$ cat config.mk
export PLATFORM = sky130hd
export DESIGN_NAME = mem_stage_lsu
export DESIGN_NICKNAME = d
export VERILOG_FILES = /design/src/rtl/lsu_pkg.sv /design/src/rtl/lsu_align.sv /design/src/rtl/mem_stage_lsu.sv
export SDC_FILE = /design/constraint.sdc
export NUM_CORES = 1
export LEC_CHECK = 0
export BUFFER_PORTS_ARGS = -buffer_cell sky130_fd_sc_hd__buf_2
export CAP_MARGIN = 20
export CORE_MARGIN = 3
export CORE_UTILIZATION = 38
export DETAILED_ROUTE_END_ITERATION = 8
export GPL_ROUTABILITY_DRIVEN = 0
export PLACE_DENSITY = 0.67
export SLEW_MARGIN = 40
export SYNTH_ARGS = -nofsm -noshare
export SYNTH_HDL_FRONTEND = slang
export SYNTH_SLANG_ARGS = --single-unit
$ cat constraint.sdc
create_clock -name clk -period 2.85 [get_ports clk]
set_input_delay 0.1425 -clock clk [delete_from_list [all_inputs] [get_ports clk]]
set_output_delay 0.1425 -clock clk [all_outputs]
set_load 0.005 [all_outputs]
$ cat src/rtl/lsu_pkg.sv
// Shared types for the MEM-stage load/store unit.
//
// Contents:
//   lsu_state_e  - controller states (IDLE/REQ/WAIT/HOLD)
//   lsu_size_e   - access size encoding (byte/half/word/double)
//   lsu_op_t     - one registered memory op as taken from the EX/MEM latch
//
// lsu_op_t is sized for the widest supported configuration (64-bit data and
// addresses); narrower instances zero-extend into it and use the low bits.
package lsu_pkg;

    localparam int LSU_MAX_XLEN = 64;
    localparam int LSU_MAX_ADDR = 64;

    typedef enum logic [1:0] {
        IDLE = 2'd0,
        REQ  = 2'd1,
        WAIT = 2'd2,
        HOLD = 2'd3
    } lsu_state_e;

    typedef enum logic [1:0] {
        SZ_B = 2'd0,
        SZ_H = 2'd1,
        SZ_W = 2'd2,
        SZ_D = 2'd3
    } lsu_size_e;

    typedef struct packed {
        logic                    is_mem;
        logic                    is_store;
        lsu_size_e               size;
        logic                    is_unsigned;
        logic [LSU_MAX_ADDR-1:0] addr;
        logic [LSU_MAX_XLEN-1:0] wdata;
        logic [LSU_MAX_XLEN-1:0] alu;
    } lsu_op_t;

endpackage

$ cat src/rtl/lsu_align.sv
// Combinational lane logic for the load/store unit.
//
// Ports:
//   addr        in   effective byte address
//   size        in   access size
//   is_unsigned in   zero-extend loads instead of sign-extending
//   wdata       in   store data, right-justified
//   rdata       in   aligned word returned by the cache
//   line_addr   out  addr with the in-word byte offset cleared
//   wstrb       out  byte strobes for the access
//   wdata_lane  out  store data shifted into its byte lanes
//   rdata_ext   out  selected load bytes, right-justified and extended
//   misaligned  out  access crosses its natural alignment (or D on 32-bit)
module lsu_align
    import lsu_pkg::*;
#(
    parameter int XLEN   = 64,
    parameter int ADDR_W = 64
) (
    input  logic [ADDR_W-1:0] addr,
    input  lsu_size_e         size,
    input  logic              is_unsigned,
    input  logic [XLEN-1:0]   wdata,
    input  logic [XLEN-1:0]   rdata,
    output logic [ADDR_W-1:0] line_addr,
    output logic [XLEN/8-1:0] wstrb,
    output logic [XLEN-1:0]   wdata_lane,
    output logic [XLEN-1:0]   rdata_ext,
    output logic              misaligned
);

    localparam int LANE_W = $clog2(XLEN / 8);

    logic [LANE_W-1:0] lane;
    logic [LANE_W+2:0] bit_sh;
    logic [15:0]       strb_base;
    logic [15:0]       strb_sh;
    logic [XLEN-1:0]   rdata_sh;

    always_comb begin
        lane      = addr[LANE_W-1:0];
        bit_sh    = {lane, 3'b000};
        line_addr = {addr[ADDR_W-1:LANE_W], {LANE_W{1'b0}}};

        strb_base = 16'h0001;
        case (size)
            SZ_B: strb_base = 16'h0001;
            SZ_H: strb_base = 16'h0003;
            SZ_W: strb_base = 16'h000F;
            SZ_D: strb_base = 16'h00FF;
            default: strb_base = 16'h0001;
        endcase
        // Strobes and data that run past the top lane are simply dropped;
        // only a misaligned op with pass-through enabled can get there.
        strb_sh    = strb_base << lane;
        wstrb      = strb_sh[XLEN/8-1:0];
        wdata_lane = wdata << bit_sh;

        rdata_sh  = rdata >> bit_sh;
        rdata_ext = rdata_sh;
        case (size)
            SZ_B: rdata_ext = is_unsigned ? XLEN'(rdata_sh[7:0])
                                          : XLEN'($signed(rdata_sh[7:0]));
            SZ_H: rdata_ext = is_unsigned ? XLEN'(rdata_sh[15:0])
                                          : XLEN'($signed(rdata_sh[15:0]));
            SZ_W: rdata_ext = is_unsigned ? XLEN'(rdata_sh[31:0])
                                          : XLEN'($signed(rdata_sh[31:0]));
            default: rdata_ext = rdata_sh;
        endcase

        misaligned = 1'b0;
        case (size)
            SZ_B: misaligned = 1'b0;
            SZ_H: misaligned = addr[0];
            SZ_W: misaligned = |addr[1:0];
            // A doubleword cannot exist on a 32-bit datapath.
            SZ_D: misaligned = (XLEN == 32) ? 1'b1 : |addr[2:0];
            default: misaligned = 1'b0;
        endcase
    end

endmodule

$ cat src/rtl/mem_stage_lsu.sv
// MEM-stage load/store controller between the EX/MEM latch and the D-cache.
//
// Ports:
//   clk, reset       clock, asynchronous active-low reset
//   op_*             op from the EX/MEM latch (valid/ready)
//   dc_req_*         request to the data cache (valid/ready)
//   dc_resp_*        single-cycle response / write acknowledge from the cache
//   res_*            result toward the MEM/WB latch (valid/ready)
//   dbg_state        current controller state
//
// Handshakes: every valid/ready pair transfers on a cycle where both are 1.
// A producer holding valid keeps its payload stable until that cycle, and
// ready is never a precondition for raising valid.
//
// ADDR_W must not exceed 64 (the registered op is sized for 64-bit addresses).
module mem_stage_lsu
    import lsu_pkg::*;
#(
    parameter int XLEN             = 64,
    parameter int ADDR_W           = 64,
    parameter bit ALLOW_MISALIGNED = 1'b0
) (
    input  logic              clk,
    input  logic              reset,
    input  logic              op_valid,
    output logic              op_ready,
    input  logic              op_is_mem,
    input  logic              op_is_store,
    input  logic [1:0]        op_size,
    input  logic              op_unsigned,
    input  logic [ADDR_W-1:0] op_addr,
    input  logic [XLEN-1:0]   op_wdata,
    input  logic [XLEN-1:0]   op_alu,
    output logic              dc_req_valid,
    input  logic              dc_req_ready,
    output logic              dc_req_write,
    output logic [ADDR_W-1:0] dc_req_addr,
    output logic [XLEN-1:0]   dc_req_wdata,
    output logic [XLEN/8-1:0] dc_req_wstrb,
    input  logic              dc_resp_valid,
    input  logic [XLEN-1:0]   dc_resp_rdata,
    output logic              res_valid,
    input  logic              res_ready,
    output logic [XLEN-1:0]   res_data,
    output logic              res_misaligned,
    output lsu_state_e        dbg_state
);

    lsu_state_e      state_q, state_d;
    lsu_op_t         op_q, op_d;
    logic [XLEN-1:0] res_data_q, res_data_d;
    logic            res_mis_q, res_mis_d;

    logic [ADDR_W-1:0] al_addr;
    lsu_size_e         al_size;
    logic [ADDR_W-1:0] al_line_addr;
    logic [XLEN/8-1:0] al_wstrb;
    logic [XLEN-1:0]   al_wdata;
    logic [XLEN-1:0]   al_rdata;
    logic              al_mis;
    logic              capture;

    // In IDLE the aligner looks at the incoming op so the misalignment
    // decision can be made in the accept cycle; afterwards it works from the
    // registered op, which keeps every dc_req_* field stable while stalled.
    always_comb begin
        if (state_q == IDLE) begin
            al_addr = op_addr;
            al_size = lsu_size_e'(op_size);
        end else begin
            al_addr = op_q.addr[ADDR_W-1:0];
            al_size = op_q.size;
        end
    end

    lsu_align #(
        .XLEN   (XLEN),
        .ADDR_W (ADDR_W)
    ) u_align (
        .addr        (al_addr),
        .size        (al_size),
        .is_unsigned (op_q.is_unsigned),
        .wdata       (op_q.wdata[XLEN-1:0]),
        .rdata       (dc_resp_rdata),
        .line_addr   (al_line_addr),
        .wstrb       (al_wstrb),
        .wdata_lane  (al_wdata),
        .rdata_ext   (al_rdata),
        .misaligned  (al_mis)
    );

    always_comb begin
        state_d    = state_q;
        op_d       = op_q;
        res_data_d = res_data_q;
        res_mis_d  = res_mis_q;
        capture    = 1'b0;

        case (state_q)
            IDLE: begin
                if (op_valid) begin
                    op_d.is_mem      = op_is_mem;
                    op_d.is_store    = op_is_store;
                    op_d.size        = lsu_size_e'(op_size);
                    op_d.is_unsigned = op_unsigned;
                    op_d.addr        = LSU_MAX_ADDR'(op_addr);
                    op_d.wdata       = LSU_MAX_XLEN'(op_wdata);
                    op_d.alu         = LSU_MAX_XLEN'(op_alu);
                    res_data_d       = '0;
                    res_mis_d        = 1'b0;
                    if (!op_is_mem) begin
                        state_d = HOLD;
                    end else if (al_mis && !ALLOW_MISALIGNED) begin
                        res_mis_d = 1'b1;
                        state_d   = HOLD;
                    end else begin
                        state_d = REQ;
                    end
                end
            end
            REQ: begin
                if (dc_req_ready) begin
                    // A zero-latency cache answers in the accept cycle.
                    if (dc_resp_valid) begin
                        capture = 1'b1;
                        state_d = HOLD;
                    end else begin
                        state_d = WAIT;
                    end
                end
            end
            WAIT: begin
                if (dc_resp_valid) begin
                    capture = 1'b1;
                    state_d = HOLD;
                end
            end
            HOLD: begin
                if (res_ready) begin
                    state_d = IDLE;
                end
            end
            default: state_d = IDLE;
        endcase

        // For stores the response is only a write acknowledge.
        if (capture) begin
            res_data_d = op_q.is_store ? '0 : al_rdata;
        end
    end

    always_ff @(posedge clk or negedge reset) begin
        if (!reset) begin
            state_q    <= IDLE;
            op_q       <= '0;
            res_data_q <= '0;
            res_mis_q  <= 1'b0;
        end else begin
            state_q    <= state_d;
            op_q       <= op_d;
            res_data_q <= res_data_d;
            res_mis_q  <= res_mis_d;
        end
    end

    always_comb begin
        op_ready       = (state_q == IDLE);
        dc_req_valid   = (state_q == REQ);
        dc_req_write   = dc_req_valid & op_q.is_store;
        dc_req_addr    = dc_req_valid ? al_line_addr : '0;
        dc_req_wdata   = dc_req_valid ? al_wdata : '0;
        dc_req_wstrb   = dc_req_valid ? al_wstrb : '0;
        res_valid      = (state_q == HOLD);
        // Non-memory ops forward the registered ALU value directly; the op
        // register resets to zero so this also reads 0 out of reset.
        res_data       = op_q.is_mem ? res_data_q : op_q.alu[XLEN-1:0];
        res_misaligned = res_mis_q;
        dbg_state      = state_q;
    end

endmodule

==> results.py, run 1 <==
metrics = {
    "run_status": {
        "status": "complete, but fails checks",
        "violations": "negative setup slack",
    },
    "floorplanning": {
        "ios": 474,
        "row_count": 72,
        "initial_core_util_pct": 38.7,
        "fp.dieH_um": 205,
        "core_region_area_um2": 38900,
        "dieArea_um2": 42100,
        "die_w_um": 205,
    },
    "global_route": {
        "grt_max_degree": 77,
        "grt_pass1_vias": 15400,
        "gr-usage-all-layers_pct": 28.2,
        "antenna_found_initial": 7,
        "grt_pass1_wl_mm": 91.4,
        "grt.overflow.total": 0,
    },
    "power_and_ir_drop": {
        "combPwrFrac_pct": 59.0,
        "powerDensity_nw_per_um2": 1250,
        "power_frac_clock_pct": 15.6,
        "p_total_mw": 28.1,
        "internal-power_mw": 16.2,
        "vdd_drop_max_v": 0.000672,
        "p_switching_mw": 11.9,
        "swShare_pct": 42.3,
        "power_leakage_nw": 10.9,
        "pwr-share-seq_pct": 25.5,
    },
    "synth": {
        "synth_top_area_share_pct": 43.9,
        "synthTopCellsByArea": "dfrtp_1, mux2_2, mux2i_1, nand2_1, nor2_1",
        "synthesis.area_um2": 15100,
        "yosysTopAreaCell": "dfrtp_1",
        "synth_cells": 1482,
        "synth_cell_types": 48,
        "ys_seq_area_share_pct": 43.9,
        "syn_area_per_cell_um2": 10.2,
        "yosys.cell_count.top_type": "mux2_2",
        "async_reset_ff_share_pct": 100,
        "synth_edf_count": 0,
        "ys_ff_latch": 264,
        "synth_ff_type": "dfrtp_1",
        "synth_common_cells": "mux2_2, dfrtp_1, nand2_1, mux2i_1, nor2_1",
        "yosysWarnings": 0,
    },
    "timing": {
        "rsz0062_at_grt": "true",
        "hold_viol_final": 0,
        "setup_violations": 5,
        "final.setup.tns_ns": -0.139,
        "finalCritPeriodShare_pct": 102,
        "hold_slack_ns": 0.0648,
        "finalCriticalPeriod_ns": 2.89,
        "worst_pin_slew_ns": 0.702,
        "slew-limit-headroom_pct": 53.2,
        "finalWorstSetupSlack_ns": -0.0434,
        "max_clock_freq_mhz": 346,
        "final.setup_skew_ns": 0.0201,
        "final_max_slew_viol_count": 0,
    },
    "clock_network": {
        "clock_latency_ns": 0.55,
        "numCtsBuffers": 34,
        "clock_sinks": 264,
        "cts_tree": "built",
        "path_clk_slew_ns": 0.06,
        "clockBufferDepth": 3,
        "clockRootBuffer": "clkbuf_16",
        "htree_num_levels": 2,
    },
    "route": {
        "drc": 0,
        "first_pass_iters": 6,
        "ant_nets": 0,
        "vias_per_cell": 5.60,
        "drt-total-wl_mm": 62.8,
        "dr.first_iter.drc_count": 1310,
        "vias": 15200,
        "drt-wirelength-per-cell_um": 23.0,
    },
    "setup_path": {
        "required_ns": 2.71,
        "cp.arrival_ns": 2.75,
        "cp_max_fo": 8,
        "end_kind": "output port",
        "startpoint_type": "flip-flop",
        "crit_family": "buffers and inverters",
        "crit_buf_inv": 4,
        "path_cells": "inv_2 > ha_4 > mux2_4 > buf_12 > buf_16 > mux2i_4 > nor2_2 > a21oi_2 > a211oi_2 > buf_2",
        "slowest_delay_ns": 0.39,
        "cp_slowest_cell": "dfrtp_1",
        "path_class": "reg -> out",
    },
    "cells_and_area": {
        "multi_input_area_um2": 8350,
        "area_growth_pct": 49.4,
        "finalNonFillerCells": 2725,
        "fin_nets": 2447,
        "drive_above_1_share_pct": 44.6,
        "fill_cells": 3209,
        "regArea_um2": 6610,
    },
    "place": {
        "dp.cells": 2411,
        "dp_hpwl_mm": 42.0,
        "io_buffers": 470,
    },
    "job": {
        "maxCapViolCount": 0,
    },
    "worst_hold_path": {
        "hold_class": "in -> reg",
    },
}
-- registers in the layout (all words and copies together), names as in the netlist --
| register | flops |
|---|---|
| res_misaligned | 1 |
| res_data_q | 64 |
| op_q | 197 |
| dbg_state | 2 |
-- placed cells by master (no fill, tap or decap), types with 4 or more instances in the layout --
master	count
and3_1	22
nor2_2	6
nor2_1	125
nand2_4	5
a21o_1	7
a21oi_1	51
and3_4	10
buf_2	468
and2_1	11
o211ai_1	24
diode_2	6
a211oi_1	4
buf_4	57
nand2_1	177
inv_1	5
a211oi_2	6
a21oi_2	10
a31oi_1	12
clkinv_2	10
mux2i_1	116
a311o_1	8
buf_12	19
clkbuf_8	5
buf_6	12
o21ai_0	37
clkbuf_16	40
mux2_2	267
buf_16	5
dfrtp_1	263
dlygate4sd3_1	208
a22oi_1	35
nand2_2	7
mux2i_2	11
mux2i_4	11
mux2_4	4
nand3_1	79
clkbuf_1	5
o22ai_1	11
-- power by group through the flow --
stage | combinational, mW | sequential, mW | clock [mW]
6_report | 16.6 | 7.16 | 4.37
5_1_grt | 17.7 | 7.30 | 4.61
4_1_cts | 15.1 | 6.99 | 4.48
3_5_place_dp | 13.8 | 7.02 | 0
3_3_place_gp | 13.5 | 6.95 | 0
2_1_floorplan | 9.04 | 6.30 | 0
-- layout make-up --
class | count | area share [%]
multi-input cells | 1090 | 37.1
flip-flops and latches | 264 | 29.4
repair buffers | 778 | 25.5
clock buffers | 44 | 4.17
well taps | 518 | 2.88
clock inverters | 17 | 0.806
inverters | 8 | 0.133
diodes | 6 | 0.0667
-- stage by stage --
step,util (%),setup slack [ns],instance area [um2]
after floorplan,-,0.314,15100
after global placement,46.8,0.0178,18200
after detailed placement,47.0,0.0154,18300
after CTS,56.4,-0.0566,21900
after global routing,57.8,-0.131,22500
final,57.8,-0.0434,22500
-- logic make-up (layout without fill, tap and decap cells) --
group / count (synthesis) / in the layout / share of synthesized area [%]
muxes: 410 / 410 / 29.6
adders and majority gates: 4 / 4 / 0.332
and+or+nand+nor: 451 / 451 / 12.8
buffers and inverters: 130 / 847 / 3.82
other: 1 / 9 / 0.0249
DFF: 264 / 264 / 43.9
AOI/OAI and AO/OA: 222 / 222 / 9.49
-- timing repair --
action                                  CTS  global route
gates cloned                              5             7
endpoints found under the setup margin  117            60
hold buffers                            208             0
gates resized for setup                  42            81
pin swaps                                18            32
hold endpoints to repair                266             0
setup buffers                            18            11
-- worst paths after layout --
check                                   from          endpoint  slack, ns  cells after the start
max                             dbg_state[0]  dc_req_wdata[53]      -0.04                     10
min                        dc_resp_rdata[49]    res_data_q[49]       0.06                      4
max reg2reg                     dbg_state[0]    res_data_q[26]       0.17                     10
min reg2reg                    res_data_q[2]     res_data_q[2]       0.49                      2
max in group asynchronous              reset         op_q[110]       1.86                      3
min in group asynchronous              reset          op_q[36]       0.14                      2
-- worst min-delay path, delay by kind of cell --
kind | cells | cell delay, ns
buffers and inverters | 1 | 0.11
AO/OA/AOI/OAI | 1 | 0.07
multiplexers | 1 | 0.18
AND/OR/NAND/NOR | 1 | 0.08
-- layer usage --
layer / vias up / wire length, um / GRT usage [%]
met5: - / 22 / 0
met2: 922 / 30800 / 47.9
met1: 7439 / 24100 / 35.6
met3: 183 / 5360 / 5.31
li1: 6701 / - / -
met4: 4 / 2510 / 11.0
(Power assumes the default switching activity.)
==> inputs of run 2 (changes only) <==
--- a/config.mk
+++ b/config.mk
@@ -11,7 +11,9 @@
 export CORE_UTILIZATION = 38
 export DETAILED_ROUTE_END_ITERATION = 8
 export GPL_ROUTABILITY_DRIVEN = 0
+export GPL_TIMING_DRIVEN = 1
 export PLACE_DENSITY = 0.67
+export RECOVER_POWER = 100
 export SLEW_MARGIN = 40
 export SYNTH_ARGS = -nofsm -noshare
 export SYNTH_HDL_FRONTEND = slang
==> constraint.sdc (replaced) <==
create_clock -name clk -period 2.9 [get_ports clk]
set_input_delay 0.145 -clock clk [delete_from_list [all_inputs] [get_ports clk]]
set_output_delay 0.145 -clock clk [all_outputs]
set_load 0.005 [all_outputs]
==> run 2 against run 1 <==
The run ends with max-capacitance violations, max-slew violations left. Sequential power shrank 2%. Worst hold slack lost 0.0049 ns. Register-to-register slack lost 0.03 ns. Cell count is essentially flat. Cell area shrank 0.31%. Setup slack gained 0.053 ns. Clock skew shrank 0.0037 ns. Core utilization shrank 0.18 points. Die area is the same. Combinational power shrank 4%. First-iteration DRC count shrank 1.4%. Largest cell class unchanged. Largest power group unchanged.
==> results.py, run 2 (synthesis results as in run 1) <==
metrics = {
    "run_status": {
        "status": "complete, but fails checks",
        "violations": "max-capacitance violations, max-slew violations",
    },
    "clock_network": {
        "cts_tree": "built",
        "htree_num_levels": 1,
        "numCtsBuffers": 31,
        "clock_latency_ns": 0.59,
        "clock_sinks": 264,
        "clockRootBuffer": "clkbuf_16",
        "path_clk_slew_ns": 0.07,
        "clockBufferDepth": 3,
    },
    "cells_and_area": {
        "multi_input_area_um2": 8370,
        "fill_cells": 3215,
        "fin_nets": 2446,
        "final_cell_mix": "buf_2, mux2_2, dfrtp_1, dlygate4sd3_1, nand2_1",
        "final_common_cell": "buf_2",
        "fin_util_pct": 57.7,
        "area_growth_pct": 49.0,
        "regArea_um2": 6610,
        "drive_above_1_share_pct": 44.3,
        "largest_register": "op_q",
        "largest_reg_flops": 197,
        "fin_area_um2": 22400,
    },
    "power_and_ir_drop": {
        "power_frac_clock_pct": 15.9,
        "powerDensity_nw_per_um2": 1220,
        "swShare_pct": 42.2,
        "power_leakage_nw": 10.8,
        "pwr-share-seq_pct": 25.6,
        "combPwrFrac_pct": 58.4,
        "internal-power_mw": 15.9,
        "vdd_drop_max_v": 0.000716,
        "p_switching_mw": 11.6,
    },
    "route": {
        "vias": 15100,
        "drt-total-wl_mm": 62.4,
        "wl_met1_mm": 24.1,
        "vias_per_cell": 5.54,
        "wl_met2_mm": 29.9,
        "drc": 0,
        "highest_layer": "met5",
        "dr.first_iter.drc_count": 1292,
        "ant_nets": 0,
        "drt-wirelength-per-cell_um": 22.9,
        "first_pass_iters": 5,
        "wl_met3_mm": 5.55,
    },
    "place": {
        "dp_hpwl_mm": 42.1,
        "place_area_um2": 18200,
        "io_buffers": 470,
    },
    "floorplanning": {
        "row_count": 72,
        "dieArea_um2": 42100,
        "initial_core_util_pct": 38.7,
        "fp.dieH_um": 205,
        "die_w_um": 205,
        "core_region_area_um2": 38900,
        "ios": 474,
    },
    "setup_path": {
        "path_cells": "inv_2 > ha_4 > mux2i_4 > buf_6 > buf_12 > buf_8 > buf_8 > nand2_4 > a311o_1 > a21oi_2 > buf_2",
        "cp_slowest_cell": "dfrtp_1",
        "cp.arrival_ns": 2.75,
        "cp_max_fo": 5,
        "end_kind": "output port",
        "startpoint_type": "flip-flop",
        "path_class": "reg -> out",
        "slowest_delay_ns": 0.39,
        "required_ns": 2.76,
        "cp_common_cell": "buf_8",
    },
    "global_route": {
        "grt.overflow.total": 0,
        "grt_max_degree": 86,
        "grt_pass1_wl_mm": 91.1,
        "antenna_found_initial": 13,
        "gr-usage-all-layers_pct": 28.0,
        "grt_pass1_vias": 15300,
    },
    "timing": {
        "worst_pin_slew_ns": 1.84,
        "final_max_slew_viol_count": 69,
        "max_clock_freq_mhz": 346,
        "slew-limit-headroom_pct": -22.4,
        "final.setup_skew_ns": 0.0163,
        "finalCritPeriodShare_pct": 99.7,
        "rsz0062_at_grt": "true",
        "hold_viol_final": 0,
        "finalCriticalPeriod_ns": 2.89,
        "setup_violations": 0,
    },
    "worst_hold_path": {
        "hold_class": "in -> reg",
    },
    "job": {
        "maxCapViolCount": 1,
    },
}
==> run 2: through the flow <==
stage	setup TNS, ns	worst slack (ns)	hold WS, ns	power [mW]	std cells
after floorplan	0	0.364	-0.151	15.1	1484
after global placement	0	0.112	0.155	20.0	2404
after detailed placement	0	0.0714	0.157	20.3	2406
after CTS	-0.448	-0.0594	0.0158	26.1	2700
after global routing	-5.35	-0.118	0.0350	28.9	2724
final	0	0.00939	0.0599	27.4	2726
==> run 2: layer usage <==
layer | up-vias | GRT usage, %
li1 | 6690 | -
met1 | 7366 | 35.0
met2 | 864 | 46.7
met3 | 177 | 6.59
met4 | 8 | 11.3
met5 | - | 0
==> run 2: what timing repair did <==
action                                  CTS  global route
pin swaps                                11            31
setup buffers                            23            14
hold buffers                            211             0
gates resized for setup                  58            81
endpoints found under the setup margin   78           110
gates cloned                              4             5
endpoints found under the hold margin   275             0
==> run 2: area by class of cell <==
type | count | area share, %
multi-input cells | 1090 | 37.3
flip-flops and latches | 264 | 29.4
repair buffers | 780 | 25.1
clock buffers | 40 | 3.83
well taps | 518 | 2.89
clock inverters | 16 | 1.19
inverters | 8 | 0.134
diodes | 10 | 0.112
==> run 2: power by group through the flow <==
stage | Combinational (mW) | Clock (mW) | Sequential [mW]
2_1_floorplan | 8.88 | 0 | 6.19
3_3_place_gp | 13.2 | 0 | 6.85
3_5_place_dp | 13.4 | 0 | 6.91
4_1_cts | 14.7 | 4.45 | 6.88
5_1_grt | 17.2 | 4.59 | 7.17
6_report | 16.0 | 4.37 | 7.03
==> run 2: worst paths after layout <==
path / start / slack (ns) / end / cells past startpoint
worst min register to register: res_data_q[2] / 0.49 / res_data_q[2] / 2
worst max-delay path: dbg_state[1] / 0.009 / dc_req_wdata[59] / 11
max in group asynchronous: reset / 0.40 / op_q[167] / 3
worst max register to register: dbg_state[1] / 0.14 / res_data_q[10] / 12
worst min-delay path: dc_resp_rdata[52] / 0.06 / res_data_q[52] / 4
min in group asynchronous: reset / 0.59 / op_q[33] / 2
==> run 2: critical path, delay by kind of cell (launching register included) <==
| kind | cells | cell delay (ns) |
|---|---|---|
| adder cells (fa/ha/maj) | 1 | 0.20 |
| AO/OA/AOI/OAI | 2 | 0.49 |
| AND/OR/NAND/NOR | 1 | 0.05 |
| flip-flops | 1 | 0.39 |
| multiplexers | 1 | 0.33 |
| buffers and inverters | 6 | 0.70 |
